--- src/rtl/aes_block_streamer.sv ---
// aes_block_streamer: packs stream words into AES blocks through a block FIFO and unpacks result blocks into words; AES_STREAMER_BYTESWAP_EN byte-reverses every word
module aes_block_streamer #(
  parameter int WORD_W = 32,
  parameter int BLK_W  = 128,
  parameter int FD     = 2,
  parameter int CNT_W  = 16
) (
  input  logic              clk_i,
  input  logic              rst_i,
  input  logic              clear_i,
  input  logic              enable_i,
  input  logic              start_i,
  input  logic [CNT_W-1:0]  num_blocks_i,
  input  logic              in_valid_i,
  input  logic [WORD_W-1:0] in_data_i,
  output logic              in_ready_o,
  output logic              blk_valid_o,
  output logic [BLK_W-1:0]  blk_data_o,
  input  logic              blk_ready_i,
  input  logic              res_valid_i,
  input  logic [BLK_W-1:0]  res_data_i,
  output logic              res_ready_o,
  output logic              out_valid_o,
  output logic [WORD_W-1:0] out_data_o,
  input  logic              out_ready_i,
  output logic              busy_o,
  output logic              done_o,
  output logic [CNT_W-1:0]  blk_in_cnt_o,
  output logic [CNT_W-1:0]  blk_out_cnt_o
);
  localparam int WPB = BLK_W / WORD_W;
  localparam int IW  = WPB > 1 ? $clog2(WPB) : 1;
  localparam int PW  = FD > 1 ? $clog2(FD) : 1;
  localparam int FW  = $clog2(FD + 1);
  if (BLK_W % WORD_W != 0) begin : g_bad_blk
    $error("BLK_W must be a multiple of WORD_W");
  end
  if (FD < 1) begin : g_bad_fd
    $error("FD must be at least 1");
  end
`ifdef AES_STREAMER_BYTESWAP_EN
  if (WORD_W % 8 != 0) begin : g_bad_word
    $error("WORD_W must be a multiple of 8 for byte swapping");
  end
`endif
  typedef enum logic [1:0] {IDLE, RUN, DONE} state_e;
  function automatic logic [WORD_W-1:0] swap(input logic [WORD_W-1:0] w);
    swap = '0;
`ifdef AES_STREAMER_BYTESWAP_EN
    for (int b = 0; b < WORD_W / 8; b++) swap[8*b +: 8] = w[WORD_W-8-8*b +: 8];
`else
    swap = w;
`endif
  endfunction
  function automatic logic [PW-1:0] inc(input logic [PW-1:0] p);
    inc = p == PW'(FD - 1) ? '0 : p + PW'(1);
  endfunction
  state_e state_q, state_d;
  logic [CNT_W-1:0] n_q, n_d, in_cnt_q, in_cnt_d, out_cnt_q, out_cnt_d;
  logic [IW-1:0] pack_idx_q, pack_idx_d, out_idx_q, out_idx_d;
  logic [BLK_W-1:0] pack_q, pack_d, held_q, held_d, blk_w;
  logic [BLK_W-1:0] mem_q [FD];
  logic [PW-1:0] wr_q, rd_q;
  logic [FW-1:0] fcnt_q;
  logic holding_q, holding_d;
  logic run, go, full, empty, pack_last, out_last, in_fire, push, pop, res_fire, out_fire, emit;
  assign run = state_q == RUN;
  assign go = state_q == IDLE && start_i;
  assign full = fcnt_q == FW'(FD);
  assign empty = fcnt_q == '0;
  assign pack_last = pack_idx_q == IW'(WPB - 1);
  assign out_last = out_idx_q == IW'(WPB - 1);
  assign in_ready_o = run && enable_i && in_cnt_q < n_q && !(pack_last && full);
  assign in_fire = in_valid_i && in_ready_o;
  assign push = in_fire && pack_last;
  assign blk_valid_o = !empty;
  assign blk_data_o = empty ? '0 : mem_q[rd_q];
  assign pop = blk_valid_o && blk_ready_i;
  // A held block may be replaced on its last word only if the job still needs another result
  assign res_ready_o = run && enable_i && (holding_q
    ? out_last && out_ready_i && ({1'b0, out_cnt_q} + (CNT_W+1)'(1)) < {1'b0, n_q}
    : out_cnt_q < n_q);
  assign res_fire = res_valid_i && res_ready_o;
  assign out_valid_o = holding_q;
  assign out_data_o = holding_q ? swap(held_q[out_idx_q*WORD_W +: WORD_W]) : '0;
  assign out_fire = holding_q && out_ready_i;
  assign emit = out_fire && out_last;
  assign busy_o = run;
  assign done_o = state_q == DONE;
  assign blk_in_cnt_o = in_cnt_q;
  assign blk_out_cnt_o = out_cnt_q;
  always_comb begin
    blk_w = pack_q;
    blk_w[pack_idx_q*WORD_W +: WORD_W] = swap(in_data_i);
    pack_d = in_fire ? (pack_last ? '0 : blk_w) : pack_q;
    pack_idx_d = go ? '0 : in_fire ? (pack_last ? '0 : pack_idx_q + IW'(1)) : pack_idx_q;
    out_idx_d = go ? '0 : out_fire ? (out_last ? '0 : out_idx_q + IW'(1)) : out_idx_q;
    in_cnt_d = go ? '0 : in_cnt_q + CNT_W'(push);
    out_cnt_d = go ? '0 : out_cnt_q + CNT_W'(emit);
    holding_d = res_fire || (holding_q && !emit);
    held_d = res_fire ? res_data_i : held_q;
    n_d = go ? num_blocks_i : n_q;
    state_d = state_q == IDLE ? (start_i ? (num_blocks_i == '0 ? DONE : RUN) : IDLE)
            : state_q == RUN ? (out_cnt_d == n_q ? DONE : RUN) : IDLE;
  end
  always_ff @(posedge clk_i) begin
    if (rst_i || clear_i) begin
      state_q <= IDLE;
      n_q <= '0;
      in_cnt_q <= '0;
      out_cnt_q <= '0;
      pack_idx_q <= '0;
      out_idx_q <= '0;
      pack_q <= '0;
      held_q <= '0;
      holding_q <= 1'b0;
      wr_q <= '0;
      rd_q <= '0;
      fcnt_q <= '0;
    end else begin
      state_q <= state_d;
      n_q <= n_d;
      in_cnt_q <= in_cnt_d;
      out_cnt_q <= out_cnt_d;
      pack_idx_q <= pack_idx_d;
      out_idx_q <= out_idx_d;
      pack_q <= pack_d;
      held_q <= held_d;
      holding_q <= holding_d;
      wr_q <= push ? inc(wr_q) : wr_q;
      rd_q <= pop ? inc(rd_q) : rd_q;
      fcnt_q <= fcnt_q + FW'(push) - FW'(pop);
    end
  end
  always_ff @(posedge clk_i) if (push) mem_q[wr_q] <= blk_w;
endmodule

--- config.mk ---
export PLATFORM = sky130hd
export DESIGN_NAME = aes_block_streamer
export DESIGN_NICKNAME = d
export VERILOG_FILES = /design/src/rtl/aes_block_streamer.sv
export SDC_FILE = /design/constraint.sdc
export NUM_CORES = 1
export LEC_CHECK = 0
export CORE_MARGIN = 2
export CORE_UTILIZATION = 45
export CTS_BUF_LIST = sky130_fd_sc_hd__clkbuf_8 sky130_fd_sc_hd__clkbuf_16
export CTS_CLUSTER_SIZE = 14
export DETAILED_ROUTE_END_ITERATION = 10
export PLACE_DENSITY = 0.7
export SLEW_MARGIN = 0
export SYNTH_ARGS = -nofsm -noshare
export SYNTH_HDL_FRONTEND = slang
export SYNTH_SLANG_ARGS = --single-unit
--- constraint.sdc ---
create_clock -name clk_i -period 9.8 [get_ports clk_i]
set_input_delay 2.45 -clock clk_i [delete_from_list [all_inputs] [get_ports clk_i]]
set_output_delay 2.45 -clock clk_i [all_outputs]
set_load 0.1 [all_outputs]
# After elaboration in Yosys (flattened, before gate mapping)
# Memories as Yosys holds them, arrays and structs flattened. A register that Yosys moved wholly into a read port is not among the register bits.
# Cells that the tools add are included.
[word_totals]
reg_bits = 315
latchBits = 0
ram_bits = 256
rom_bits = 0
inputBits = 185
out_inout_bits = 198
mem_count = 1
[mem_list]
columns = ["memory", "depth", "width", "rd", "rd_clocked_by_memory_dff", "wr", "line", "rtl"]
rows = [
  ["mem_q", 2, 128, 1, 1, 1, "62", "logic [BLK_W-1:0] mem_q [FD];"],
]
[classes]
n_addsub = 10
multipliers = 0
div = 0
n_lt_le_gt_ge = 3
eq_ne = 6
n_shift = 3
muxes = 19
n_bitwise = 0
n_reduce_logical = 24
[ops]
columns = ["op", "n"]
rows = [
  ["128-bit 2-to-1 mux", 2],
  ["128-bit bitwise mux", 1],
  ["32-bit by 34-bit variable shift with 128-bit output, first input constant", 1],
  ["128-bit by 8-bit variable part select with 32-bit output", 1],
  ["32-bit by 34-bit variable part select with 128-bit output", 1],
  ["7-bit negation with 34-bit output", 1],
  ["16-bit by 1-bit adder with 16-bit output", 2],
  ["16-bit < comparator", 2],
  ["32-bit 2-to-1 mux", 1],
  ["16-bit by 1-bit adder with 17-bit output, second input constant", 1],
  ["17-bit by 16-bit < comparator with 1-bit output", 1],
  ["16-bit equality test", 1],
  ["16-bit zero test", 1],
  ["16-bit 2-to-1 mux", 1],
  ["1-bit logical AND", 15],
  ["2-bit 2-to-1 mux", 7],
  ["2-bit equality test, second input constant", 4],
  ["1-bit 2-to-1 mux", 7],
  ["2-bit by 1-bit adder with 2-bit output, second input constant", 2],
  ["2-bit zero test", 2],
  ["1-bit zero test", 3],
  ["1-bit adder, second input constant", 2],
  ["2-bit by 1-bit adder with 2-bit output", 1],
  ["2-bit by 1-bit equality test with 1-bit output, second input constant", 1],
  ["3 further kinds", 4],
]

# Logic depth before layout (Yosys ltp)
[depth]
word_depth = 8
ltp_mapped = 18

# Worst setup path before layout
# No wires, ideal clock.
[synth_timing]
path_kind = "input -> register"
start = "input port enable_i"
end = "memory mem_q[0][0] (enable)"
arrival_time_ps = 8489
setup_slack_ps = 694
cell_stages = 6
path_cell_list = "nand2_1 -> nor2_1 -> nand3_1 -> a21oi_1 -> inv_1 -> nor2_1"
[synth_between]
elab_chain_cells = 7
[synth_rtl]
columns = ["element", "line", "rtl"]
rows = [
  ["from (decl)", "11", "input logic enable_i,"],
  ["1-bit logical AND (3 in series)", "73", "assign in_ready_o = run && enable_i && in_cnt_q < n_q && !(pack_last && full);"],
  ["1-bit logical AND", "74", "assign in_fire = in_valid_i && in_ready_o;"],
  ["1-bit logical AND", "75", "assign push = in_fire && pack_last;"],
  ["1-bit 2-to-1 mux", "135", "always_ff @(posedge clk_i) if (push) mem_q[wr_q] <= blk_w;"],
  ["1-bit 2-to-1 mux (implied by the code)", "135", ""],
  ["to (decl)", "62", ""],
]
# Every way passes these cells.

# Worst setup path in the final report
[layout_timing]
start = "input port out_ready_i"
end = "output port res_ready_o"
[layout_between]
elab_chain_cells = 4
[layout_rtl]
columns = ["element", "line", "rtl"]
rows = [
  ["from (decl)", "25", "input logic out_ready_i,"],
  ["1-bit logical AND (2 in series)", "81", "? out_last && out_ready_i && ({1'b0, out_cnt_q} + (CNT_W+1)'(1)) < {1'b0, n_q}"],
  ["1-bit 2-to-1 mux", "81", ""],
  ["1-bit logical AND", "80", "assign res_ready_o = run && enable_i && (holding_q"],
  ["to (decl)", "22", "output logic res_ready_o,"],
]
# Every way passes these cells.

==> qor.txt <==
=================================================================================
Routability-driven placement congestion ratio ......................        0.870
Number of global-route vias before repair ..........................        19600
Commonest cells after routing, fill and taps aside ................. sky130_fd_sc_hd__clkdlybuf4s50_1, sky130_fd_sc_hd__nand2_1, sky130_fd_sc_hd__dfxtp_1
Data arrival, critical path ........................................      5280 ps
Pin count of the biggest net entering global routing ...............          260
Result of the run .................................................. finished clean
Cell with the largest stage delay on the worst path ................ sky130_fd_sc_hd__clkdlybuf4s50_1
Clock buffers created by TritonCTS .................................           59
#FFs+latches synth .................................................          572
Sequence of cells on the critical path ............................. clkdlybuf4s50_1 > and3_1 > nand2_1 > a311oi_1 > o221ai_1 > o21ai_0 > clkdlybuf4s50_1
Resized cells post-CTS .............................................            0
Main synth FF type ................................................. sky130_fd_sc_hd__dfxtp_1
Worst-case setup margin in the final layout ........................      2070 ps
Nets@finish ........................................................         3088
Worst min-delay path category ......................................   reg -> reg
Number of buffer cells added on primary ports ......................          382
Max-slew headroom ..................................................        12.6%
Clock latency of the later-clocked register in the worst-skew pair .       640 ps
Worst setup path class .............................................    in -> out
Synth-to-layout area growth ........................................        24.6%
Detailed-route DRC error count .....................................            0
Number of distinct library cells after synthesis ...................           58
Tightest hold margin ...............................................       453 ps
Number of fillers in the final layout ..............................         4826
Pwr per Cell Area ..................................................  156 nW/um^2
Starting DRC count in detailed routing .............................         1546
I/O Pins ...........................................................          383
Vertical die dimension .............................................       242 um
Final max-slew violation count .....................................            0
Part of the Yosys area used for sequential elements ................        54.9%
Clk pin slew, worst setup/hold paths ...............................        60 ps
Clock tree from TritonCTS ..........................................          yes
Via-per-instance ratio .............................................         5.50
Post-synthesis instance area .......................................   25500 um^2
Global route overflow ..............................................            0
H-tree levels ......................................................            2
Critical path peak fanout ..........................................            4
Required time worst endpoint .......................................      7350 ps
Die X ..............................................................       242 um
Antenna violations before repair ...................................           17
Global-route usage over all layers .................................        24.2%
Clock skew .........................................................      40.6 ps
Count of buffers added by post-CTS timing repair for setup .........            0
Total length of routed wires .......................................     73000 um
Setup total negative slack .........................................         0 ps
Detail-routed net length per standard cell .........................      20.0 um
Fraction of registers with async set or reset after synthesis ......           0%
Maximum capacitance violations .....................................            0
Endpoints failing hold .............................................            0
Wire length of the first global-routing pass .......................    112000 um
Element type at the critical path end ..............................   output pin
Most common cell after layout, fill and taps aside ................. sky130_fd_sc_hd__clkdlybuf4s50_1
Period minus WS final ..............................................      7730 ps
Element type at the critical path start ............................    input pin
Leak Pwr ...........................................................    0.0106 uW
Unrepaired setup endpoints after global routing ....................           no
Final HPWL DP ......................................................     48600 um
Die area ...........................................................   58600 um^2
Maximum number of buffers from clock root to sink ..................            3
Starting Density ...................................................        45.4%
Number of optimization iterations in the first detailed-route pass .            7
Max incr delay on CP ...............................................      1200 ps
Post-synthesis cell count ..........................................         2565
Post-route antenna net violation count .............................            0
Clock root buffer .................................................. sky130_fd_sc_hd__clkbuf_16
Detailed-route via count ...........................................        20100
Synthesis warning total ............................................            0
Period Utilization, post-route .....................................        78.9%
Dpl ws .............................................................      2050 ps
TritonCTS sink count ...............................................          572
Number of synthesized flops with an enable pin .....................          256
Worst path most repeated cell ...................................... sky130_fd_sc_hd__clkdlybuf4s50_1
Post-CTS Hold Fix Bufs .............................................            0
Slew @ Worst Pin ...................................................      1310 ps
FP Rows ............................................................           87
Area of the placeable core .........................................   56200 um^2
Number of setup violations in the final report .....................            0
Fmax achieved ......................................................    0.129 GHz
Avg Cell Area, Syn .................................................    9.94 um^2
Fraction of final layout cells sized beyond drive strength 1 .......        6.15%
Maximum VDD drop ...................................................       146 uV
Total nets after synthesis .........................................         2809
Worst reg2reg setup slack ..........................................      5310 ps
=================================================================================
==> cell families (layout without fill, tap and decap cells) <==
| kind of cell | after synthesis | after routing | synth area share, % |
|---|---|---|---|
| buf+inv | 348 | 678 | 5.50 |
| other cells | 0 | 5 | 0 |
| compound gates | 470 | 470 | 11.0 |
| xor+xnor | 51 | 51 | 1.78 |
| flops | 572 | 572 | 54.9 |
| fa+ha+maj | 59 | 59 | 2.89 |
| mux | 161 | 161 | 7.89 |
| simple gates | 904 | 904 | 16.0 |
==> routing by layer <==
layer  up-vias  routed length [um]  share of wire, %  global-route usage (%)
li1       9594                   -                 -                       -
met1      9681               30600                42                    31.4
met2       694               34000                47                    39.0
met3       119                6490               8.9                    7.50
met4        24                1760               2.4                    7.12
met5         -                 174              0.24                       0
==> power breakdown <==
part	leakage, uW	switching, uW	internal, uW
clock	0.00102	960	1300
sequential	0.00511	4.20	2480
combinational	0.00450	127	89.6
total	0.0106	1090	3870
==> critical path: cells and delay by family <==
kind / cells / cell delay [ps]
and+or+nand+nor: 2 / 310
AOI/OAI and AO/OA: 3 / 800
buffers and inverters: 2 / 1720
==> synthesized netlist by cell type (2+ instances only) <==
cell                        instances  area (um^2)
sky130_fd_sc_hd__a311oi_1           2         17.5
sky130_fd_sc_hd__xnor2_1           28          245
sky130_fd_sc_hd__or2_2              2         12.5
sky130_fd_sc_hd__nor3_1            15         75.1
sky130_fd_sc_hd__edfxtp_1         256         7690
sky130_fd_sc_hd__o21ai_0          265         1330
sky130_fd_sc_hd__a21oi_1           33          165
sky130_fd_sc_hd__nand2b_1           2         12.5
sky130_fd_sc_hd__a21o_1            16          120
sky130_fd_sc_hd__buf_2             33          165
sky130_fd_sc_hd__and3_1             8         50.1
sky130_fd_sc_hd__buf_4             15          113
sky130_fd_sc_hd__and2_1            36          225
sky130_fd_sc_hd__buf_1              8         30.0
sky130_fd_sc_hd__mux4_2            32          721
sky130_fd_sc_hd__nor2b_1            8         50.1
sky130_fd_sc_hd__a31oi_1            3         18.8
sky130_fd_sc_hd__nand3_1          274         1370
sky130_fd_sc_hd__clkbuf_1         139          522
sky130_fd_sc_hd__nor2_1           194          728
sky130_fd_sc_hd__inv_1            153          574
sky130_fd_sc_hd__mux2i_1          129         1290
sky130_fd_sc_hd__dfxtp_1          316         6330
sky130_fd_sc_hd__or3_1              2         12.5
sky130_fd_sc_hd__nand2_1          320         1200
sky130_fd_sc_hd__o2111ai_1          2         17.5
sky130_fd_sc_hd__and4_1             5         43.8
sky130_fd_sc_hd__nor4b_1            2         17.5
sky130_fd_sc_hd__nand4_1           18          113
sky130_fd_sc_hd__nor4_1             9         56.3
sky130_fd_sc_hd__o221ai_1           2         17.5
sky130_fd_sc_hd__o211ai_1           2         15.0
sky130_fd_sc_hd__xor2_1            22          193
sky130_fd_sc_hd__ha_1              59          738
sky130_fd_sc_hd__o31ai_1          131          983
sky130_fd_sc_hd__a211oi_1           2         15.0
==> registers in the layout (all words and copies together) (netlist names), named ones only <==
register	count
out_idx_q	2
n_q	16
blk_out_cnt_o	16
held_q	128
out_valid_o	1
pack_q	128
fcnt_q	2
pack_idx_q	2
wr_q	1
mem_q	256
state_q	2
blk_in_cnt_o	16
rd_q	1
==> area by class of cell <==
class	count	area [um^2]	share of cell area (%)
clock buffer	67	1600	5.03
antenna	5	12.5	0.0394
clock inverter	45	384	1.21
timing repair buffer	413	4080	12.8
tap	756	946	2.98
sequential	572	14000	44.1
inverter	153	574	1.81
multi-input combinational	1645	10200	32.0
==> final timing paths <==
| kind | from | depth (start not counted) | end |
|---|---|---|---|
| max | out_ready_i | 7 | res_ready_o |
| min | held_q[118] | 2 | held_q[118] |
| max reg2reg | n_q[6] | 12 | mem_q[0][93] |
| min reg2reg | held_q[118] | 2 | held_q[118] |
==> per-stage QoR <==
step / power, uW / util (%) / instances / instance area [um^2]
after floorplan: 2630 / - / 2565 / 25500
after global placement: 2750 / 53.0 / 3539 / 29800
after detailed placement: 2750 / 53.0 / 3539 / 29800
after CTS: 5010 / 56.6 / 3651 / 31800
after global routing: 5120 / 56.6 / 3655 / 31800
final: 4960 / 56.6 / 3656 / 31800
(Power assumes the default switching activity.)
